[config.mk]
export PLATFORM = sky130hd
export DESIGN_NAME = alu_seq
export DESIGN_NICKNAME = d
export VERILOG_FILES = /design/src/rtl/alu_seq.sv
export SDC_FILE = /design/constraint.sdc
export NUM_CORES = 1
export LEC_CHECK = 0
export CORE_MARGIN = 4
export CORE_UTILIZATION = 54
export CTS_CLUSTER_SIZE = 16
export DETAILED_ROUTE_END_ITERATION = 16
export HOLD_SLACK_MARGIN = 0.05
export PLACE_DENSITY = 0.77
export RECOVER_POWER = 100
export SETUP_SLACK_MARGIN = 0.15
export SYNTH_ARGS = -nofsm -noshare
export SYNTH_HDL_FRONTEND = slang
export SYNTH_SLANG_ARGS = --single-unit
export TNS_END_PERCENT = 50
[constraint.sdc]
create_clock -name clk -period 3.52 [get_ports clk]
set_clock_uncertainty 0.15 [all_clocks]
set_input_delay 0.528 -clock clk [delete_from_list [all_inputs] [get_ports clk]]
set_output_delay 0.528 -clock clk [all_outputs]
set_load 0.03 [all_outputs]
[src/rtl/alu_seq.sv]
// alu_seq: handshaked ALU with single-cycle logic/arithmetic ops and an
// iterative shift-add multiplier returning the full double-width product.
// Results and zero/carry/negative flags are registered and change only
// together with the one-cycle done pulse.
module alu_seq #(
    parameter int WIDTH = 16
) (
    input  logic             clk,
    input  logic             rst,
    input  logic             start,
    input  logic [WIDTH-1:0] A,
    input  logic [WIDTH-1:0] B,
    input  logic [2:0]       select,
    output logic             busy,
    output logic             done,
    output logic [WIDTH-1:0] out,
    output logic [WIDTH-1:0] out_hi,
    output logic             z_flag,
    output logic             c_flag,
    output logic             n_flag
);

    localparam logic [2:0] OP_ADD  = 3'b000;
    localparam logic [2:0] OP_SUB  = 3'b001;
    localparam logic [2:0] OP_MUL  = 3'b010;
    localparam logic [2:0] OP_PASA = 3'b011;
    localparam logic [2:0] OP_PASB = 3'b100;
    localparam logic [2:0] OP_AND  = 3'b101;
    localparam logic [2:0] OP_OR   = 3'b110;
    localparam logic [2:0] OP_XOR  = 3'b111;

    // Counter only has to reach WIDTH-1; keep it at least one bit wide.
    localparam int CNT_W = (WIDTH > 2) ? $clog2(WIDTH) : 1;
    localparam logic [CNT_W-1:0] LAST_IT = CNT_W'(WIDTH - 1);

    typedef enum logic {
        S_IDLE = 1'b0,
        S_MUL  = 1'b1
    } state_t;

    state_t state_q, state_d;

    logic [CNT_W-1:0]   cnt_q, cnt_d;
    logic [2*WIDTH-1:0] mcand_q, mcand_d;
    logic [WIDTH-1:0]   mplier_q, mplier_d;
    logic [2*WIDTH-1:0] acc_q, acc_d;

    logic [WIDTH-1:0]   out_q, out_d;
    logic [WIDTH-1:0]   hi_q, hi_d;
    logic               z_q, z_d;
    logic               c_q, c_d;
    logic               n_q, n_d;
    logic               done_q, done_d;

    logic [WIDTH:0]     sum_w;
    logic [WIDTH:0]     diff_w;
    logic [2*WIDTH-1:0] acc_add;
    logic [WIDTH-1:0]   res_w;
    logic               carry_w;

    // Extra top bit of the (WIDTH+1)-bit add/sub is the carry / borrow.
    assign sum_w   = {1'b0, B} + {1'b0, A};
    assign diff_w  = {1'b0, B} - {1'b0, A};
    // The multiplicand register is pre-shifted by the iteration count.
    assign acc_add = acc_q + (mplier_q[0] ? mcand_q : '0);

    // Single-cycle opcode result and carry from the live operands.
    always_comb begin
        res_w   = '0;
        carry_w = 1'b0;
        case (select)
            OP_ADD: begin
                res_w   = sum_w[WIDTH-1:0];
                carry_w = sum_w[WIDTH];
            end
            OP_SUB: begin
                res_w   = diff_w[WIDTH-1:0];
                carry_w = diff_w[WIDTH];
            end
            OP_PASA: res_w = A;
            OP_PASB: res_w = B;
            OP_AND:  res_w = A & B;
            OP_OR:   res_w = A | B;
            OP_XOR:  res_w = A ^ B;
            default: res_w = '0;
        endcase
    end

    // Next-state, multiply iteration and result/flag update logic.
    always_comb begin
        state_d  = state_q;
        cnt_d    = cnt_q;
        mcand_d  = mcand_q;
        mplier_d = mplier_q;
        acc_d    = acc_q;
        out_d    = out_q;
        hi_d     = hi_q;
        z_d      = z_q;
        c_d      = c_q;
        n_d      = n_q;
        done_d   = 1'b0;
        case (state_q)
            S_IDLE: begin
                if (start) begin
                    if (select == OP_MUL) begin
                        mcand_d  = {{WIDTH{1'b0}}, A};
                        mplier_d = B;
                        acc_d    = '0;
                        cnt_d    = '0;
                        state_d  = S_MUL;
                    end else begin
                        out_d  = res_w;
                        hi_d   = '0;
                        z_d    = (res_w == '0);
                        c_d    = carry_w;
                        n_d    = res_w[WIDTH-1];
                        done_d = 1'b1;
                    end
                end
            end
            S_MUL: begin
                acc_d    = acc_add;
                mcand_d  = mcand_q << 1;
                mplier_d = mplier_q >> 1;
                cnt_d    = cnt_q + CNT_W'(1);
                if (cnt_q == LAST_IT) begin
                    out_d   = acc_add[WIDTH-1:0];
                    hi_d    = acc_add[2*WIDTH-1:WIDTH];
                    z_d     = (acc_add[WIDTH-1:0] == '0);
                    c_d     = (acc_add[2*WIDTH-1:WIDTH] != '0);
                    n_d     = acc_add[WIDTH-1];
                    done_d  = 1'b1;
                    cnt_d   = '0;
                    state_d = S_IDLE;
                end
            end
            default: state_d = S_IDLE;
        endcase
    end

    // Control, result and flag registers; reset clears all visible state.
    always_ff @(posedge clk) begin
        if (rst) begin
            state_q <= S_IDLE;
            cnt_q   <= '0;
            out_q   <= '0;
            hi_q    <= '0;
            z_q     <= 1'b0;
            c_q     <= 1'b0;
            n_q     <= 1'b0;
            done_q  <= 1'b0;
        end else begin
            state_q <= state_d;
            cnt_q   <= cnt_d;
            out_q   <= out_d;
            hi_q    <= hi_d;
            z_q     <= z_d;
            c_q     <= c_d;
            n_q     <= n_d;
            done_q  <= done_d;
        end
    end

    // Multiply operand/accumulator registers; reloaded on every MUL start.
    always_ff @(posedge clk) begin
        mcand_q  <= mcand_d;
        mplier_q <= mplier_d;
        acc_q    <= acc_d;
    end

    assign busy   = (state_q == S_MUL);
    assign done   = done_q;
    assign out    = out_q;
    assign out_hi = hi_q;
    assign z_flag = z_q;
    assign c_flag = c_q;
    assign n_flag = n_q;

endmodule

==> results.json, run 1 <==
{
  "status": "complete, no violations",
  "setup_slack_ps": 101.4,
  "grt-ovfl-total": 0,
  "rsz0062_at_grt": "yes",
  "syn_area_per_cell_um2": 8.770,
  "ys_seq_area_frac": 0.3332,
  "report.final.slew_viol_count": 0,
  "combPwrFrac": 0.274,
  "cp_max_fo": 15,
  "switching_share": 0.3070,
  "nFillCells": 1271,
  "track_usage": 0.2917,
  "io_pins": 75,
  "first_iter_violations": 1100,
  "port_buffers": 74,
  "vias_per_cell": 6.138,
  "drc_errors": 0,
  "clk_pin_slew_ps": 60,
  "min_period_ps": 3419,
  "max_stage_delay_ps": 430,
  "pwr-share-clk": 0.389,
  "syn_nets": 1220,
  "pre_cts_ws_ps": -469.0,
  "ys_seq_elements": 120,
  "final_cell_count_no_fill": 1542,
  "leakage_uw": 0.005300,
  "slew_headroom": 0.6299,
  "crit_family": "compound AO/OA/AOI/OAI gates",
  "yosys_warnings": 0,
  "max_freq_ghz": 0.2925,
  "wirelength_um": 29940,
  "power.switching_uw": 1462,
  "ys_types": 84,
  "netlist_instances": 1096,
  "dieHeight_um": 141.4,
  "die_w_um": 141.4,
  "hpwl_um": 22020,
  "grt_pass1_vias": 8900,
  "cts.sinks": 120,
  "cts_tree": "done",
  "hold_viol": 0,
  "drive_gt1_frac": 0.2483,
  "arrival_ps": 3570,
  "setup-tns-final_ps": 0,
  "h-tree-depth": 4,
  "period_share": 0.9712,
  "antenna_found_initial": 0,
  "end_kind": "flip-flop",
  "seq_power_share": 0.337,
  "antenna_cells": 0,
  "start_util": 0.5538,
  "worstPathRequired_ps": 3680,
  "area_growth_pct": 33.81,
  "crit_buf_inv": 3,
  "cap_violations": 0,
  "clockRootBuffer": "clkbuf_16",
  "routabilityCongestion": 0.9771,
  "ir_drop_mv": 0.3452,
  "cp_slowest_cell": "edfxtp_1",
  "synthFlopType": "edfxtp_1",
  "cp_cell_sequence": "buf_6, buf_4, and2_1, ha_1, buf_4, a21o_1, a21oi_1, or3_1, o31a_1, o221ai_1, a311oi_2, o211ai_1, nor4_2, a21oi_1",
  "start_kind": "flip-flop",
  "setup_viol": 0,
  "grt_pass1_wl_um": 46600,
  "stdcell_area_um2": 12860,
  "drtAntennaViolNets": 0,
  "p_int_uw": 3300,
  "first_pass_iters": 5,
  "tightestPinTransition_ps": 554.3,
  "hp-class": "reg -> reg",
  "die_area_um2": 20000,
  "synth_area_um2": 9612,
  "grt_max_degree": 63,
  "cts.path.max_buffers": 2,
  "path_class": "reg -> reg",
  "cellPowerDensity_nw_per_um2": 370.2,
  "core_um2": 17360,
  "vias": 9465,
  "numCtsBuffers": 17,
  "synth_edf_count": 80,
  "cts_hold_buf": 0,
  "fin_nets": 1428,
  "rows": 48,
  "clkLatencyLatePin_ps": 430,
  "wl_per_cell_um": 19.42,
  "post_dp_cell_area_um2": 11630,
  "dp_cells": 1496,
  "synthArstFlopShare": 0,
  "final_core_util": 0.7410
}
[registers in the layout, indices dropped and copies added (netlist names)]
signal / cells
z_flag: 1
out_hi: 16
busy: 1
done: 1
mplier_q: 16
out: 16
cnt_q: 4
acc_q: 32
c_flag: 1
mcand_q: 32
[power groups by stage]
stage	Combinational, uW	Sequential, uW	Clock (uW)
6_report	1300	1610	1850
5_1_grt	1410	1610	1920
4_1_cts	1190	1600	1850
3_5_place_dp	1170	1630	0
3_3_place_gp	1150	1630	0
2_1_floorplan	648	1670	0
[routing by layer]
layer,global-route usage,share of wire
met5,0,0
met4,0.08182,0.026
met3,0.05123,0.075
met2,0.4492,0.45
met1,0.4242,0.45
[synth_stat cells (all sizes together), types with 6 or more instances]
| cell | number | area (um2) |
|---|---|---|
| edfxtp | 80 | 2402 |
| nand2 | 94 | 352.8 |
| o211ai | 14 | 115.1 |
| a211o | 8 | 70.07 |
| or2 | 6 | 37.53 |
| nand2b | 7 | 43.79 |
| nor2b | 8 | 50.05 |
| and3 | 24 | 150.1 |
| a22oi | 16 | 120.1 |
| a32oi | 6 | 52.55 |
| a211oi | 12 | 95.09 |
| and2 | 76 | 475.5 |
| o21bai | 7 | 52.55 |
| dfxtp | 40 | 800.8 |
| o21ai | 68 | 340.3 |
| ha | 83 | 1039 |
| mux4 | 14 | 315.3 |
| nor3 | 26 | 135.1 |
| a221oi | 6 | 58.80 |
| o2111ai | 6 | 52.55 |
| nand4 | 10 | 62.56 |
| o21a | 6 | 45.04 |
| clkbuf | 43 | 161.4 |
| buf | 17 | 98.85 |
| mux2i | 6 | 60.06 |
| inv | 72 | 270.3 |
| nor2 | 90 | 337.8 |
| a311oi | 7 | 67.56 |
| a21boi | 7 | 52.55 |
| a221o | 9 | 90.09 |
| a21oi | 85 | 440.4 |
| or3 | 7 | 43.79 |
| a21o | 21 | 157.7 |
| a31oi | 13 | 81.33 |
| nand3 | 12 | 60.06 |
| xnor2 | 12 | 105.1 |
| xor2 | 10 | 87.58 |
[per-stage QoR]
| stage | hold WS [ps] | power [uW] |
|---|---|---|
| floorplan | 289.5 | 2315 |
| global placement | 292.1 | 2783 |
| detailed placement | 296.1 | 2805 |
| CTS | 302.5 | 4648 |
| global route | 324.3 | 4935 |
| finish | 298.6 | 4761 |
[layout make-up]
class / instances / area, um2 / area share
repair buffers: 249 / 2120 / 0.1648
inverters: 72 / 274.0 / 0.02131
well taps: 225 / 281.5 / 0.02189
multi-input cells: 844 / 6371 / 0.4954
clock buffers: 18 / 439.2 / 0.03415
clock inverters: 14 / 172.7 / 0.01343
flip-flops and latches: 120 / 3203 / 0.2491
[final timing paths]
kind	start	endpoint	slack (ps)	cells after the start
worst min-delay path	out[10]	out[10]	300	2
worst max register to register	mplier_q[0]	c_flag	100	14
worst min register to register	out[10]	out[10]	300	2
worst max-delay path	mplier_q[0]	c_flag	100	14
[cells by family after synthesis]
group / synth area share
mux: 0.04022
flops: 0.3332
buf+inv: 0.05519
compound gates: 0.2413
xor+xnor: 0.02005
simple gates: 0.1957
fa+ha+maj: 0.1143
[what timing repair did]
item | in CTS | in global routing
setup buffers | 2 | 12
gates resized for setup | 11 | 106
pin swaps | 3 | 34
setup endpoints to repair | 5 | 23
[worst register-to-register path, delay by kind of cell, from the launching register on]
family	cells	cell delay, ps
flip-flops	1	430
AO/OA/AOI/OAI	7	1300
AND/OR/NAND/NOR	3	590
buffers and inverters	3	520
adder cells (fa/ha/maj)	1	320
[cell usage in the layout, fill, tap and decap left out, drive strengths merged, types with 7 or more instances in the layout]
cell,instances
a211o,8
a211oi,12
a21boi,7
a21o,21
a21oi,85
a221o,9
a22oi,16
a311oi,7
a31oi,13
and2,76
and3,24
buf,175
clkbuf,18
clkdlybuf4s50,69
dfxtp,40
edfxtp,80
ha,83
inv,73
mux4,14
nand2,94
nand2b,7
nand3,12
nand4,10
nor2,90
nor2b,8
nor3,26
o211ai,14
o21ai,68
o21bai,7
or3,7
xnor2,12
xor2,10
Power figures use the tool's default switching activity.
==> inputs of run 2 (changes only) <==
--- a/config.mk
+++ b/config.mk
@@ -12,7 +12,9 @@
 export HOLD_SLACK_MARGIN = 0.05
 export PLACE_DENSITY = 0.77
 export RECOVER_POWER = 100
+export REMOVE_ABC_BUFFERS = 1
 export SETUP_SLACK_MARGIN = 0.15
+export SLEW_MARGIN = 30
 export SYNTH_ARGS = -nofsm -noshare
 export SYNTH_HDL_FRONTEND = slang
 export SYNTH_SLANG_ARGS = --single-unit
==> run 2 against run 1 <==
Compared with the run above: the flow now finishes with violations (negative setup slack); via count up 2.5%; register-to-register slack worse by 190 ps; total power up 1.6%; critical endpoint unchanged; highest routed layer unchanged.
==> results.json, run 2 (same netlist as run 1, synthesis figures left out) <==
{
  "status": "complete, but fails checks",
  "violations": "negative setup slack",
  "wl_per_cell_um": 20.42,
  "hp-class": "reg -> reg",
  "nFillCells": 1179,
  "die_area_um2": 20000,
  "dp_cells": 1517,
  "min_path_cells": 2,
  "hold_viol": 0,
  "stdcell_area_um2": 13270,
  "antenna_cells": 0,
  "routabilityCongestion": 0.9359,
  "rows": 48,
  "grt-ovfl-total": 0,
  "first_iter_violations": 772,
  "max_stage_delay_ps": 540,
  "clkLatencyLatePin_ps": 440,
  "drive_gt1_frac": 0.2836,
  "vias_per_cell": 6.197,
  "path_class": "reg -> reg",
  "layout_commonest_cell": "buf_4",
  "cellPowerDensity_nw_per_um2": 364.8,
  "cts_tree": "done",
  "start_kind": "flip-flop",
  "drtAntennaViolNets": 0,
  "max_freq_ghz": 0.2769,
  "hpwl_um": 21950,
  "reg2reg_depth": 14,
  "end_kind": "flip-flop",
  "post_dp_cell_area_um2": 11810,
  "core_um2": 17360,
  "multi_input_area_um2": 6586,
  "period_share": 1.026,
  "final_cell_count_no_fill": 1565,
  "drc_errors": 0,
  "worstPathRequired_ps": 3690,
  "arrival_ps": 3780,
  "cts.path.max_buffers": 2,
  "setup_slack_ps": -91.74,
  "regArea_um2": 3207,
  "antenna_found_initial": 0,
  "cp_slowest_cell": "edfxtp_1",
  "numCtsBuffers": 17,
  "final_core_util": 0.7644,
  "min_period_ps": 3612,
  "setup_viol": 2,
  "grt_pass1_wl_um": 47040,
  "grt_max_degree": 68,
  "layout_common_cells": "buf_4 (185), nor2_1 (90), nand2_1 (89)",
  "area_growth_pct": 38.04,
  "track_usage": 0.2952,
  "dieHeight_um": 141.4,
  "io_pins": 75,
  "cp_max_fo": 6,
  "ir_drop_mv": 0.4054,
  "slew_headroom": 0.1838,
  "port_buffers": 74,
  "tightestPinTransition_ps": 1224,
  "start_util": 0.5538,
  "cts.sinks": 120,
  "rsz0062_at_grt": "yes",
  "cp_cell_sequence": "buf_6, and2_1, ha_4, buf_4, and2_4, a21o_1, a221o_1, a21oi_1, a311oi_2, o311ai_4, o211ai_1, nor4_2, buf_4, a21oi_1",
  "leakage_uw": 0.005637,
  "first_pass_iters": 7,
  "vias": 9698,
  "grt_pass1_vias": 9271,
  "clockRootBuffer": "clkbuf_16",
  "wirelength_um": 31950,
  "fin_nets": 1451,
  "die_w_um": 141.4,
  "top_regs": "acc_q x32, mcand_q x32",
  "h-tree-depth": 4,
  "cap_violations": 0,
  "report.final.slew_viol_count": 0,
  "clk_pin_slew_ps": 60
}
==> run 2: worst paths after layout <==
| kind | from | end | slack [ps] |
|---|---|---|---|
| worst max-delay path | mplier_q[0] | c_flag | -90 |
| worst min-delay path | out[4] | out[4] | 310 |
| worst max register to register | mplier_q[0] | c_flag | -90 |
| worst min register to register | out[4] | out[4] | 310 |
==> run 2: per-layer routing <==
metal,wire length (um),share of wire,GRT usage,vias up
met5,0,0,0,-
met4,1360,0.043,0.1268,0
li1,-,-,-,4507
met2,15650,0.49,0.5039,447
met1,13020,0.41,0.3707,4623
met3,1916,0.060,0.04786,121
==> run 2: repair_timing <==
item,CTS,global route
buffers inserted,3,11
hold buffers,0,0
gates resized for setup,15,155
pin swaps,2,70
cloned,0,2
setup endpoints to repair,9,20
==> run 2: layout make-up <==
cell class / instances / share of cell area
multi-input cells: 844 / 0.4964
flip-flops and latches: 120 / 0.2417
repair buffers: 272 / 0.1730
well taps: 225 / 0.02122
clock inverters: 11 / 0.008959
inverters: 72 / 0.02065
clock buffers: 21 / 0.03800
==> run 2: worst max-delay path: cells and delay by family (launching register included) <==
kind	cells	cell delay [ps]
buf+inv	3	510
simple gates	3	590
flops	1	540
fa+ha+maj	1	240
compound gates	7	1440
==> run 2: where the power goes <==
part           switching (uW)  total (uW)  internal (uW)  leakage [uW]
clock                     757        1880           1120      0.000303
sequential               42.9        1610           1570       0.00107
combinational             731        1350            620       0.00426
total                    1530        4840           3310       0.00564
==> run 2: stage by stage <==
| step | hold WS [ps] | total power, uW | TNS [ps] | worst slack, ps |
|---|---|---|---|---|
| 3_5_place_dp | 300.1 | 2825 | -2779 | -421.7 |
| 5_1_grt | 314.4 | 5004 | -360.3 | -168.4 |
| 6_report | 307.9 | 4840 | -103.1 | -91.74 |
| 4_1_cts | 308.3 | 4700 | 0 | 48.13 |
| 2_1_floorplan | 281.4 | 2283 | -99250 | -1052 |
| 3_3_place_gp | 289.9 | 2806 | -1999 | -333.5 |
